$ cat src/rtl/lsu_ctrl_if.sv
// lsu_ctrl_if: CPU request/response and data-memory port bundle.
// slave = load/store controller side, master = CPU/memory environment side.
interface lsu_ctrl_if #(
   parameter int ADDR_W = 10
);
   logic              req;
   logic              wr;
   logic [1:0]        size;
   logic              sign_ext;
   logic [31:0]       addr;
   logic [31:0]       wdata;
   logic              busy;
   logic              done;
   logic [31:0]       rdata;
   logic              addr_err;
   logic [ADDR_W-1:0] mem_addr;
   logic [31:0]       mem_din;
   logic              mem_we;
   logic              mem_re;
   logic [31:0]       mem_dout;

   modport slave (
      input  req, wr, size, sign_ext, addr, wdata, mem_dout,
      output busy, done, rdata, addr_err,
      output mem_addr, mem_din, mem_we, mem_re
   );

   modport master (
      output req, wr, size, sign_ext, addr, wdata, mem_dout,
      input  busy, done, rdata, addr_err,
      input  mem_addr, mem_din, mem_we, mem_re
   );
endinterface

$ cat src/rtl/lsu_ctrl.sv
// lsu_ctrl: single-request load/store initiator for a word-addressed data RAM.
// Byte/half access with read-modify-write stores is enabled by LSU_SUBWORD_EN.
module lsu_ctrl #(
   parameter int          ADDR_W    = 10,
   parameter logic [31:0] BASE_ADDR = 32'h0000_0000
) (
   input logic       clk,
   input logic       rst_n,
   lsu_ctrl_if.slave bus
);

   typedef enum logic [2:0] {
      S_IDLE,
      S_RD,
      S_CAP,
      S_WR,
      S_DONE
   } state_t;

   state_t r_state;
   logic   w_in_win;
   logic   w_bad_size;
   logic   w_err;
   logic   w_word_st;

`ifdef LSU_SUBWORD_EN
   logic        r_wr;
   logic [1:0]  r_size;
   logic        r_sext;
   logic [1:0]  r_lane;
   logic [15:0] r_wdata;

   function automatic logic [31:0] f_extract(
      input logic [31:0] w,
      input logic [1:0]  sz,
      input logic        sx,
      input logic [1:0]  ln
   );
      logic [31:0] s;
      s = w >> {ln, 3'b000};
      case (sz)
         2'b00:   f_extract = {{24{sx & s[7]}}, s[7:0]};
         2'b01:   f_extract = {{16{sx & s[15]}}, s[15:0]};
         default: f_extract = s;
      endcase
   endfunction

   function automatic logic [31:0] f_merge(
      input logic [31:0] old,
      input logic [15:0] wd,
      input logic        half,
      input logic [1:0]  ln
   );
      logic [31:0] m;
      logic [31:0] d;
      if (half) begin
         m = 32'h0000_FFFF << {ln[1], 4'b0000};
         d = {2{wd}};
      end else begin
         m = 32'h0000_00FF << {ln, 3'b000};
         d = {4{wd[7:0]}};
      end
      f_merge = (old & ~m) | (d & m);
   endfunction
`else
   logic w_unused_sext;
   assign w_unused_sext = bus.sign_ext;
`endif

   // Classify the incoming request: window, size and alignment
   always_comb begin
      w_in_win = (bus.addr[31:ADDR_W+2] == BASE_ADDR[31:ADDR_W+2]);
      case (bus.size)
         2'b10:   w_bad_size = (bus.addr[1:0] != 2'b00);
`ifdef LSU_SUBWORD_EN
         2'b01:   w_bad_size = bus.addr[0];
         2'b00:   w_bad_size = 1'b0;
`endif
         default: w_bad_size = 1'b1;
      endcase
      w_err     = w_bad_size | ~w_in_win;
      w_word_st = bus.wr & (bus.size == 2'b10);
   end

   // Request FSM; every bus output is a registered state output
   always_ff @(posedge clk) begin
      if (!rst_n) begin
         r_state      <= S_IDLE;
         bus.busy     <= 1'b0;
         bus.done     <= 1'b0;
         bus.addr_err <= 1'b0;
         bus.mem_we   <= 1'b0;
         bus.mem_re   <= 1'b0;
         bus.rdata    <= '0;
         bus.mem_addr <= '0;
         bus.mem_din  <= '0;
`ifdef LSU_SUBWORD_EN
         r_wr         <= 1'b0;
         r_size       <= 2'b00;
         r_sext       <= 1'b0;
         r_lane       <= 2'b00;
         r_wdata      <= '0;
`endif
      end else begin
         case (r_state)
            S_IDLE: begin
               if (bus.req) begin
                  bus.busy     <= 1'b1;
                  bus.mem_addr <= bus.addr[ADDR_W+1:2];
                  if (!bus.wr) begin
                     bus.rdata <= '0;
                  end
`ifdef LSU_SUBWORD_EN
                  r_wr    <= bus.wr;
                  r_size  <= bus.size;
                  r_sext  <= bus.sign_ext;
                  r_lane  <= bus.addr[1:0];
                  r_wdata <= bus.wdata[15:0];
`endif
                  if (w_err) begin
                     bus.addr_err <= 1'b1;
                     bus.done     <= 1'b1;
                     r_state      <= S_DONE;
                  end else if (w_word_st) begin
                     bus.addr_err <= 1'b0;
                     bus.mem_din  <= bus.wdata;
                     bus.mem_we   <= 1'b1;
                     r_state      <= S_WR;
                  end else begin
                     bus.addr_err <= 1'b0;
                     bus.mem_re   <= 1'b1;
                     r_state      <= S_RD;
                  end
               end
            end
            S_RD: begin
               r_state <= S_CAP;
            end
            S_CAP: begin
               bus.mem_re <= 1'b0;
`ifdef LSU_SUBWORD_EN
               if (r_wr) begin
                  bus.mem_din <= f_merge(bus.mem_dout, r_wdata,
                                         r_size[0], r_lane);
                  bus.mem_we  <= 1'b1;
                  r_state     <= S_WR;
               end else begin
                  bus.rdata <= f_extract(bus.mem_dout, r_size,
                                         r_sext, r_lane);
                  bus.done  <= 1'b1;
                  r_state   <= S_DONE;
               end
`else
               bus.rdata <= bus.mem_dout;
               bus.done  <= 1'b1;
               r_state   <= S_DONE;
`endif
            end
            S_WR: begin
               bus.mem_we <= 1'b0;
               bus.done   <= 1'b1;
               r_state    <= S_DONE;
            end
            S_DONE: begin
               bus.done <= 1'b0;
               bus.busy <= 1'b0;
               r_state  <= S_IDLE;
            end
            default: begin
               bus.done   <= 1'b0;
               bus.busy   <= 1'b0;
               bus.mem_we <= 1'b0;
               bus.mem_re <= 1'b0;
               r_state    <= S_IDLE;
            end
         endcase
      end
   end

endmodule
$ cat src/flat_wrapper.sv
// flat-port wrapper written by rule: the top's interface ports become plain ports
module lsu_ctrl_flat 
#(
   parameter int          ADDR_W    = 10,
   parameter logic [31:0] BASE_ADDR = 32'h0000_0000
)
  (clk, rst_n, bus_req, bus_wr, bus_size, bus_sign_ext, bus_addr, bus_wdata, bus_mem_dout, bus_busy, bus_done, bus_rdata, bus_addr_err, bus_mem_addr, bus_mem_din, bus_mem_we, bus_mem_re);
  lsu_ctrl_if #(.ADDR_W(ADDR_W)) bus_i ();
  input logic clk;
  input logic rst_n;
  input wire logic [$bits(bus_i.req)-1:0] bus_req;
  input wire logic [$bits(bus_i.wr)-1:0] bus_wr;
  input wire logic [$bits(bus_i.size)-1:0] bus_size;
  input wire logic [$bits(bus_i.sign_ext)-1:0] bus_sign_ext;
  input wire logic [$bits(bus_i.addr)-1:0] bus_addr;
  input wire logic [$bits(bus_i.wdata)-1:0] bus_wdata;
  input wire logic [$bits(bus_i.mem_dout)-1:0] bus_mem_dout;
  output wire logic [$bits(bus_i.busy)-1:0] bus_busy;
  output wire logic [$bits(bus_i.done)-1:0] bus_done;
  output wire logic [$bits(bus_i.rdata)-1:0] bus_rdata;
  output wire logic [$bits(bus_i.addr_err)-1:0] bus_addr_err;
  output wire logic [$bits(bus_i.mem_addr)-1:0] bus_mem_addr;
  output wire logic [$bits(bus_i.mem_din)-1:0] bus_mem_din;
  output wire logic [$bits(bus_i.mem_we)-1:0] bus_mem_we;
  output wire logic [$bits(bus_i.mem_re)-1:0] bus_mem_re;
  assign bus_i.req = bus_req;
  assign bus_i.wr = bus_wr;
  assign bus_i.size = bus_size;
  assign bus_i.sign_ext = bus_sign_ext;
  assign bus_i.addr = bus_addr;
  assign bus_i.wdata = bus_wdata;
  assign bus_i.mem_dout = bus_mem_dout;
  assign bus_busy = bus_i.busy;
  assign bus_done = bus_i.done;
  assign bus_rdata = bus_i.rdata;
  assign bus_addr_err = bus_i.addr_err;
  assign bus_mem_addr = bus_i.mem_addr;
  assign bus_mem_din = bus_i.mem_din;
  assign bus_mem_we = bus_i.mem_we;
  assign bus_mem_re = bus_i.mem_re;
  lsu_ctrl #(.ADDR_W(ADDR_W), .BASE_ADDR(BASE_ADDR)) u_core (.clk(clk), .rst_n(rst_n), .bus(bus_i));
endmodule
$ cat config.mk
export PLATFORM = sky130hd
export DESIGN_NAME = lsu_ctrl_flat
export DESIGN_NICKNAME = d
export VERILOG_FILES = /design/src/rtl/lsu_ctrl_if.sv /design/src/rtl/lsu_ctrl.sv /design/src/flat_wrapper.sv
export SDC_FILE = /design/constraint.sdc
export NUM_CORES = 1
export LEC_CHECK = 0
export ABC_AREA = 1
export CAP_MARGIN = 0
export CORE_UTILIZATION = 35
export CTS_CLUSTER_SIZE = 30
export DETAILED_ROUTE_END_ITERATION = 7
export GPL_TIMING_DRIVEN = 0
export MAX_ROUTING_LAYER = met4
export PLACE_DENSITY_LB_ADDON = 0.05
export SETUP_SLACK_MARGIN = 0.02
export SKIP_LAST_GASP = 1
export SLEW_MARGIN = 0
export SYNTH_ARGS = -nofsm -noshare
export SYNTH_HDL_FRONTEND = slang
export SYNTH_SLANG_ARGS = --single-unit
$ cat constraint.sdc
create_clock -name clk -period 2.5 [get_ports clk]
set_input_delay 0.625 -clock clk [delete_from_list [all_inputs] [get_ports clk]]
set_output_delay 0.625 -clock clk [all_outputs]
set_load 0.01 [all_outputs]
Word level (Yosys, flattened, before mapping)
Index checks and enable logic that the tools add are counted.
{"block": "word_totals", "register_bits": 82, "inputBits": 103, "output_inout_bits": 79, "wordCells": 65}
{"block": "classes", "n_eq_ne": 11, "muxes": 22, "bitwise_logic": 8, "n_reduce_logical": 15}
{"operator": "$mux W32", "n": 2}
{"operator": "$pmux W32 S2", "n": 1}
{"operator": "$logic_not A20 Y1", "n": 1}
{"operator": "$reduce_and A4 Y1", "n": 3}
{"operator": "$mux W1", "n": 11}
{"operator": "$pmux W3 S3", "n": 1}
{"operator": "$reduce_or A3 Y1", "n": 3}
{"operator": "$ne A2 B2 Y1 const B", "n": 4}
{"operator": "$eq A3 B2 Y1 const B", "n": 2}
{"operator": "$mux W3", "n": 2}
{"operator": "$not A1 Y1", "n": 6}
{"operator": "$pmux W1 S2", "n": 3}
{"operator": "$reduce_and A3 Y1", "n": 2}
{"operator": "$ne A2 B1 Y1 const B", "n": 2}
{"operator": "$reduce_and A2 Y1", "n": 2}
{"operator": "$reduce_bool A2 Y1", "n": 2}
{"operator": "$eq A3 B1 Y1 const B", "n": 1}
{"operator": "$eq A3 B3 Y1 const B", "n": 1}
{"operator": "$logic_not A3 Y1", "n": 1}
{"operator": "$pmux W1 S3", "n": 1}
{"operator": "$eq A2 B2 Y1 const B", "n": 1}
{"operator": "$mux W2", "n": 1}
{"operator": "$reduce_or A2 Y1", "n": 1}
{"operator": "$and A1 B1 Y1", "n": 1}
{"operator": "$or A1 B1 Y1", "n": 1}

Longest topological paths before layout
{"block": "logic_depth", "ltp_word": 6, "mapped_depth": 10, "mapped_depth_nobuf": 9}

Worst setup path after synthesis
No wires, ideal clock.
{"block": "synth_path", "kind": "input to register", "startpoint": "input port bus_size[1]", "endpoint": "register u_core.bus.mem_din[11]", "t_arrival_ns": 1.499, "t_required_ns": 2.387, "path_slack_ns": 0.889, "cell_stages": 10, "path_cell_list": "inv_1 -> nor2_2 -> nand2_1 -> nor2_4 -> nand2_1 -> nor2_4 -> buf_4 -> nand4_1 -> nand2_1 -> nor2_1"}
{"block": "synth_via", "elab_chain_cells": 5, "word_cells_on_any_way": 6, "cone_classes": "eq/ne (1); mux (1); bitwise (3); reduce/logical (1)"}
{"element": "start, declared", "line": "flat_wrapper.sv:13", "text": "input wire logic [$bits(bus_i.size)-1:0] bus_size;"}
{"element": "$eq A2 B2 Y1 *", "line": "lsu_ctrl.sv:73, lsu_ctrl.sv:82"}
{"element": "$mux W1", "line": "lsu_ctrl.sv:73", "text": "case (bus.size)"}
{"element": "$or A1 B1 Y1", "line": "lsu_ctrl.sv:81", "text": "w_err = w_bad_size | ~w_in_win;"}
{"element": "$not A1 Y1 (no line)"}
{"element": "$reduce_and A4 Y1 (no line) *"}
{"element": "end signal, assigned", "line": "lsu_ctrl.sv:126", "text": "bus.mem_din <= bus.wdata;"}
{"element": "end, declared", "line": "lsu_ctrl_if.sv:25", "text": "output mem_addr, mem_din, mem_we, mem_re"}
Mark *: on every way between the ends. The rest lies on a longest branch, timed or not.
A chain may end at the register's enable or synchronous reset.

Worst setup path in the final report
{"block": "layout_path", "startpoint": "input port bus_size[1]", "endpoint": "register u_core.bus.mem_din[3]"}
The elaborated chain is that of the path after synthesis.

==> run metrics <==
CTS tree yes; Worst slew margin 69.1%; WP data arrival around 2.2 ns; register area share after synthesis between 40 and 50%; GPL Wtd Cong around 0.75; initial antenna violation count 0; diode count 0; port buffer count 179; PostCTS Resize Cnt 0; Slew @ Worst Pin 0.464 ns; vias in the first global route ~3.4k; Syn Nets 589; pin count of the biggest net entering global routing 15; GR Overflow Total 0; die area 10300 sq um; Die H between 100 and 150 microns; fin nets 779; Die X between 100 and 150 microns; Starting Density between 30% and 40%; critical path startpoint category input pin; yosys warns 0; final setup TNS 0 ns; root buffer cell clkbuf_8; max-cap violations 0; GR Util All Layers between 10% and 20%; HPWL after DPL roughly 7500 microns; CTS HTree Levels 3; outcome complete, no violations; post-synthesis average cell area 7.12 sq um; vias roughly 3.7k; CP required approximately 2.7 ns; Clock Latency Late Sink approximately 0.34 ns; Hold Buf Count CTS 0; first-pass GRT wire length 15700 microns; clk buf depth 2; TritonRoute pass-1 iters 4; endpoint type of the worst setup path register; most common cell after layout, fill and taps aside clkdlybuf4s50_1; number of remaining DRC errors 0; I/O pin cnt 182; commonest cells after routing, fill and taps aside clkdlybuf4s50_1 (179), nand2_1 (114), nor2_1 (111), dfxtp_1 (82), inv_1 (41); vias per cell approximately 4.5; final count of pins violating max slew 0; count of final hold-check violations 0; Placeable Area 9420 sq um; CTS buffer count 9; crit path time final 1.96 ns; Reg area roughly 1600 sq um; max frequency 511 MHz; RSZ-0062 raised after global routing false; Area Overhead vs Synth 63.1%; Distinct cells, synth 21; Clk pin slew, worst setup/hold paths 0.08 ns; Fin Clk Skew approximately 0.007 ns; Syn Inst Count approximately 500; Leak Pwr between 2 and 2.5 nW; multi-input logic area around 1500 sq um; setup bufs post-CTS 0; Cell Area, Synth between 3000 and 4000 sq um; peak supply drop approximately 0.00030 V; CTS sink count 82; Yosys reg bits 82; Starting DRT DRC Count 79; fraction of layout cells with a size suffix above 1 under 10%; worst r2r path cells 9; HP Class reg -> reg; crit path kind in -> reg; Routed Antenna Nets 0; WL per Instance approximately 12 microns; Pwr Density slightly below 500 nW/um^2; FP Rows 35; FILL cells ~900; crit path max fanout 10; crit share post-route roughly four fifths; final setup violation count 0; Min-Delay Path Depth 2; Routed WL 9590 microns; Final Hold Slack 0.459 ns
-- synthesized netlist by cell type --
cell type | n | area [sq um]
o21bai_1 | 1 | 7.51
clkbuf_1 | 12 | 45.0
buf_1 | 1 | 3.75
clkinv_1 | 1 | 3.75
nor2_2 | 2 | 12.5
nand4_4 | 1 | 21.3
dfxtp_1 | 82 | 1640
a21oi_1 | 40 | 200
nand2_1 | 114 | 428
nor2_1 | 111 | 417
buf_2 | 7 | 35.0
inv_2 | 3 | 11.3
buf_6 | 3 | 33.8
o21ai_0 | 15 | 75.1
nand4_1 | 33 | 206
nand2_4 | 1 | 11.3
buf_4 | 6 | 45.0
nor2_8 | 1 | 20.0
nand3_1 | 6 | 30.0
inv_1 | 41 | 154
nor2_4 | 5 | 56.3
-- per-stage QoR --
stage	worst slack (ns)	cell area (sq um)	cells	total power [mW]	utilization [%]
after floorplan	0.889	3460	486	1.51	-
after global placement	0.219	5410	794	1.74	57.5
after detailed placement	0.204	5410	794	1.74	57.5
after CTS	0.571	5640	810	2.84	59.9
after global routing	0.448	5640	810	2.94	59.9
final	0.544	5640	810	2.80	59.9
-- sequential cells by signal, summed over array words and instances (netlist names) --
name / count
u_core.bus.mem_addr: 10
u_core.bus.mem_we: 1
u_core.bus.mem_din: 32
u_core.bus.busy: 1
u_core.bus.done: 1
u_core.r_state: 3
u_core.bus.addr_err: 1
u_core.bus.mem_re: 1
u_core.bus.rdata: 32
-- critical path, cell delays in order --
cell,delay (ns)
clkdlybuf4s50_1,0.45
inv_1,0.04
nor2_2,0.10
nand2_1,0.15
nor2_2,0.27
buf_2,0.29
nand4_1,0.13
nand2_1,0.08
nor2_1,0.04
-- kinds of logic after synthesis --
| family | share of synthesized area, % |
|---|---|
| AO/OA/AOI/OAI | 8.18 |
| AND/OR/NAND/NOR | 34.8 |
| flip-flops | 47.5 |
| buffers and inverters | 9.59 |
-- report_power, final --
group	internal (mW)	total (mW)	switching [mW]
clock	0.598	1.09	0.488
sequential	1.33	1.34	0.0116
combinational	0.216	0.374	0.159
total	2.14	2.80	0.658
-- metal layers --
metal  GRT usage (%)  up-vias  wire length, microns  part of all wire [%]
met1            24.9     1645                  4360                    45
li1                -     1909                     -                     -
met5               -        -                     0                     0
met3            5.24        5                   665                   6.9
met4            5.02        0                    82                  0.85
met2            31.2      121                  4480                    47
-- path summary, 6_finish.rpt --
kind | startpoint | end | slack [ns]
setup / recovery | bus_size[1] | u_core.bus.mem_din[3] | 0.54
hold / removal | u_core.bus.mem_re | u_core.bus.mem_re | 0.46
setup reg to reg | u_core.r_state[2] | u_core.bus.rdata[21] | 0.96
hold reg to reg | u_core.bus.mem_re | u_core.bus.mem_re | 0.46
-- cell type report --
type,count,area share [%]
clock buffer,11,2.51
buffer,29,2.88
tap,129,2.86
inverter,45,3.00
multi-input combinational,330,26.3
sequential,82,29.1
clock inverter,5,1.53
timing repair buffer,179,31.8
(Power assumes the default switching activity.)
